===== config.mk =====
export PLATFORM = sky130hd
export DESIGN_NAME = sseg_scan_driver
export DESIGN_NICKNAME = d
export VERILOG_FILES = /design/src/rtl/sseg_pkg.sv /design/src/rtl/sseg_frame_buf.sv /design/src/rtl/sseg_scan_driver.sv
export SDC_FILE = /design/constraint.sdc
export NUM_CORES = 1
export LEC_CHECK = 0
export CAP_MARGIN = 20
export CORE_ASPECT_RATIO = 1.4
export CORE_MARGIN = 4
export CORE_UTILIZATION = 30
export DETAILED_ROUTE_END_ITERATION = 7
export PLACE_DENSITY_LB_ADDON = 0.12
export SETUP_SLACK_MARGIN = 0.02
export SYNTH_ARGS = -nofsm -noshare
export SYNTH_HDL_FRONTEND = slang
export SYNTH_SLANG_ARGS = --single-unit

===== constraint.sdc =====
create_clock -name clk -period 3.1 [get_ports clk]
set_input_delay 0.93 -clock clk [delete_from_list [all_inputs] [get_ports clk]]
set_output_delay 0.93 -clock clk [all_outputs]
set_load 0.01 [all_outputs]

===== src/rtl/sseg_pkg.sv =====
// sseg_pkg: shared digit count default, nibble width and scan state encoding for the seven-segment scan driver
package sseg_pkg;
  localparam int N_DIGITS_DEF = 8;
  localparam int HEX_W = 4;
  typedef enum logic {ST_BLANK, ST_DISPLAY} state_t;
endpackage


===== src/rtl/sseg_frame_buf.sv =====
// sseg_frame_buf: pending/active frame registers; clk, reset_n, upd_* handshake in, swap at frame boundary, act_* and nxt_hex out
module sseg_frame_buf
  import sseg_pkg::*;
#(
  parameter int N_DIGITS = N_DIGITS_DEF
) (
  input  logic                        clk,
  input  logic                        reset_n,
  input  logic                        upd_valid,
  output logic                        upd_ready,
  input  logic [HEX_W*N_DIGITS-1:0]   upd_hex,
  input  logic [N_DIGITS-1:0]         upd_dp,
  input  logic [N_DIGITS-1:0]         upd_en,
  input  logic                        swap,
  output logic [HEX_W*N_DIGITS-1:0]   act_hex,
  output logic [N_DIGITS-1:0]         act_dp,
  output logic [N_DIGITS-1:0]         act_en,
  output logic [HEX_W*N_DIGITS-1:0]   nxt_hex
);
  logic [HEX_W*N_DIGITS-1:0] pend_hex;
  logic [N_DIGITS-1:0]       pend_dp;
  logic [N_DIGITS-1:0]       pend_en;
  always_ff @(posedge clk)
    if (!reset_n) begin
      upd_ready <= 1'b1;
      pend_hex  <= '0;
      pend_dp   <= '0;
      pend_en   <= '0;
      act_hex   <= '0;
      act_dp    <= '0;
      act_en    <= '0;
    end else begin
      if (swap && !upd_ready) begin
        act_hex <= pend_hex;
        act_dp  <= pend_dp;
        act_en  <= pend_en;
      end
      if (upd_valid && upd_ready) begin
        pend_hex  <= upd_hex;
        pend_dp   <= upd_dp;
        pend_en   <= upd_en;
        upd_ready <= 1'b0;
      end else if (swap) upd_ready <= 1'b1;
    end
  assign nxt_hex = (swap && !upd_ready) ? pend_hex : act_hex;
endmodule


===== src/rtl/sseg_scan_driver.sv =====
// sseg_scan_driver: blanked digit scan; clk, reset_n, upd_valid/upd_ready/upd_hex/upd_dp/upd_en frame in, AN/hex/DP/frame_done out
module sseg_scan_driver
  import sseg_pkg::*;
#(
  parameter int N_DIGITS  = N_DIGITS_DEF,
  parameter int ON_CYC    = 100000,
  parameter int BLANK_CYC = 500
) (
  input  logic                        clk,
  input  logic                        reset_n,
  input  logic                        upd_valid,
  output logic                        upd_ready,
  input  logic [HEX_W*N_DIGITS-1:0]   upd_hex,
  input  logic [N_DIGITS-1:0]         upd_dp,
  input  logic [N_DIGITS-1:0]         upd_en,
  output logic [N_DIGITS-1:0]         AN,
  output logic [HEX_W-1:0]            hex,
  output logic                        DP,
  output logic                        frame_done
);
  localparam int IDX_W = $clog2(N_DIGITS);
  localparam int CNT_W = $clog2((ON_CYC > BLANK_CYC ? ON_CYC : BLANK_CYC) + 1);
  state_t                    state;
  logic [IDX_W-1:0]          idx;
  logic [IDX_W-1:0]          idx_n;
  logic [CNT_W-1:0]          cnt;
  logic                      blank_done;
  logic                      on_done;
  logic                      wrap;
  logic [HEX_W*N_DIGITS-1:0] act_hex;
  logic [HEX_W*N_DIGITS-1:0] nxt_hex;
  logic [N_DIGITS-1:0]       act_dp;
  logic [N_DIGITS-1:0]       act_en;
  assign blank_done = state == ST_BLANK && cnt == CNT_W'(BLANK_CYC - 1);
  assign on_done    = state == ST_DISPLAY && cnt == CNT_W'(ON_CYC - 1);
  assign wrap       = on_done && idx == IDX_W'(N_DIGITS - 1);
  assign idx_n      = wrap ? '0 : idx + IDX_W'(1);
  sseg_frame_buf #(.N_DIGITS(N_DIGITS)) u_buf (
    .clk       (clk),
    .reset_n   (reset_n),
    .upd_valid (upd_valid),
    .upd_ready (upd_ready),
    .upd_hex   (upd_hex),
    .upd_dp    (upd_dp),
    .upd_en    (upd_en),
    .swap      (wrap),
    .act_hex   (act_hex),
    .act_dp    (act_dp),
    .act_en    (act_en),
    .nxt_hex   (nxt_hex)
  );
  // hex moves to the next digit at the start of its blanking gap so the decoder settles while dark
  always_ff @(posedge clk)
    if (!reset_n) begin
      state      <= ST_BLANK;
      idx        <= '0;
      cnt        <= '0;
      AN         <= '1;
      DP         <= 1'b1;
      hex        <= '0;
      frame_done <= 1'b0;
    end else begin
      frame_done <= wrap;
      if (blank_done) begin
        state <= ST_DISPLAY;
        cnt   <= '0;
        AN    <= ~(N_DIGITS'(act_en[idx]) << idx);
        DP    <= ~act_dp[idx];
      end else if (on_done) begin
        state <= ST_BLANK;
        cnt   <= '0;
        idx   <= idx_n;
        AN    <= '1;
        DP    <= 1'b1;
        hex   <= nxt_hex[HEX_W*idx_n +: HEX_W];
      end else cnt <= cnt + CNT_W'(1);
    end
endmodule


==> reports/metrics.csv <==
metric,value,unit
dp_cells,945,
hold_slack,0.4498,ns
cts-hold-fix-buffers,0,
synth_edf_count,0,
port_buffers,65,
die-height,169.8,µm
hp-start,u_buf.act_hex[25],
yosys-top-cells-area,"dfxtp_1, nand2_1, a21boi_0",
cp-startpoint,cnt[0],
syn_area,0.005609,mm²
finalCritPeriodShare,77.26,%
rsz0062_at_grt,no,
stdcell_area,0.007056,mm²
ys_seq_area_share,47.11,%
yosys.cell_types.count,54,
power.density,563.6,mW/mm²
n_fill_cell,1943,
p_leak,2.497,nW
worst_pin_slew,0.6400,ns
clk_latency,0.42,ns
postSynthAreaPerCell,8.372,µm²
cp.arrival,2.69,ns
crit_path_start_kind,register,
period_needed,2.395,ns
synth_top_cell_area_share,47.11,%
cts_buffers,17,
yosysTopAreaCell,dfxtp_1,
p_total,3.976,mW
ctsResizeCount,0,
slew_violations,0,
gp_congestion,0.8386,
timing.setup.tns,0,ns
cap_violations,0,
hpwl,9.604,mm
synth.most_common_cell,nand2_1,
peakVddDrop,300.8,µV
finalWorstSetupSlack,0.7050,ns
finClkSkew,0.006030,ns
fin_cells,977,
finalHoldViolCount,0,
row_count,58,
grt_pass1_vias,4661,
cts_setup_buffers,0,
die_area,0.02098,mm²
hold_class,reg2reg,
synth_warnings,0,
start_util,30.92,%
cts.sinks,132,
synth_common_cells,"nand2_1, dfxtp_1, a21boi_0, nor2_1, clkbuf_1",
r2r_start,cnt[0],
synth.ff_latch_count,132,
end_kind,register,
required,3.40,ns
cts_tree,done,
fin_util,38.89,%
antenna_left,0,
drtIter0Drc,224,
status,"complete, no violations",
wire_per_inst,14.03,µm
layout.nets,778,
vias,4597,
place_ws,0.6322,ns
via_per_inst,4.705,
path_max_fanout,16,
gr-total-overflow,0,
totalWireLength,13.71,mm
io_pins,66,
track_usage,14.00,%
clk_path_buf_depth,2,
async_flop_share,0,%
detail_route.first_pass.iterations,4,
placed_cell_area,0.006455,mm²
setup_viol,0,
core,0.01814,mm²
fmax,0.4175,GHz
postSynthCellCount,670,
maxSlewHeadroom,57.24,%
num_antenna_cells,0,
die_x,123.6,µm
antenna_found_initial,0,
criticalPathCategory,reg2reg,
syn_nets,724,
layout-drive-gt1-share,8.548,%
drc_errors,0,
synth_top_flop_cell,dfxtp_1,
clkTransAtPathRegs,0.06,ns
grt_pass1_wl,23.01,mm
grt_max_degree,71,
cts_root_buf,clkbuf_16,
syn_to_final_growth,25.79,%
h-tree-depth,4,
-- power breakdown --
group	total (mW)	internal, mW	leakage [nW]	switching, mW
clock	2.03	1.28	0.295	0.750
sequential	1.76	1.74	1.07	0.0260
combinational	0.185	0.102	1.13	0.0836
-- state kept, by name (all words and copies together), names as in the netlist --
register,count
AN,8
u_buf.act_dp,8
DP,1
frame_done,1
cnt,17
u_buf.pend_hex,32
u_buf.pend_dp,8
state,1
hex,4
u_buf.upd_ready,1
u_buf.pend_en,8
u_buf.act_hex,32
idx,3
u_buf.act_en,8
-- kinds of logic after synthesis --
family          Yosys count  share of synthesized area [%]
simple gates            316                          24.83
compound gates          145                          19.18
flops                   132                          47.11
buf+inv                  53                          4.216
xor+xnor                 11                          1.718
mux                      10                          2.275
fa+ha+maj                 3                         0.6693
-- cells in the final DEF (no fill, tap or decap), types with 5 or more instances in the layout --
cell / instances
inv_1: 10
a21boi_0: 87
o21ai_0: 7
clkbuf_16: 17
a21boi_1: 13
mux2i_1: 6
clkdlybuf4s50_1: 64
nand2_1: 217
buf_4: 13
nand3_1: 18
xor2_1: 9
a21oi_1: 15
or3_1: 5
and3_1: 7
nor3_1: 7
nand4_1: 5
dfxtp_1: 132
nor2_1: 30
clkinv_2: 6
-- worst paths after layout --
kind / endpoint / slack (ns) / cells after the start
max: hex[2] / 0.70 / 8
min: u_buf.act_hex[25] / 0.45 / 2
max reg2reg: hex[2] / 0.70 / 8
min reg2reg: u_buf.act_hex[25] / 0.45 / 2
-- metal layers --
metal,global-route usage (%),vias to the layer above,part of all wire [%]
met2,23.93,68,50
li1,-,2355,-
met3,3.835,18,3.2
met1,16.53,2156,45
met4,5.398,0,1.8
met5,0,-,0
-- area by class of cell --
cell class                 count  area [µm²]  area share, %
timing repair buffer          78       743.2          10.53
clock buffer                  18       439.2          6.225
sequential                   132        2643          37.45
multi-input combinational    485        2731          38.71
inverter                      10       37.54         0.5320
clock inverter                14       161.4          2.288
tap                          240       300.3          4.256
-- critical path, stage by stage, from the launching register on --
cell and delay [ns]:
dfxtp_1 0.36, ha_1 0.24, and4_1 0.33, and2_1 0.25, nand3_2 0.34, o221ai_1 0.30
a21oi_1 0.09, o31ai_1 0.27, a21oi_1 0.10
Power figures use the tool's default switching activity.
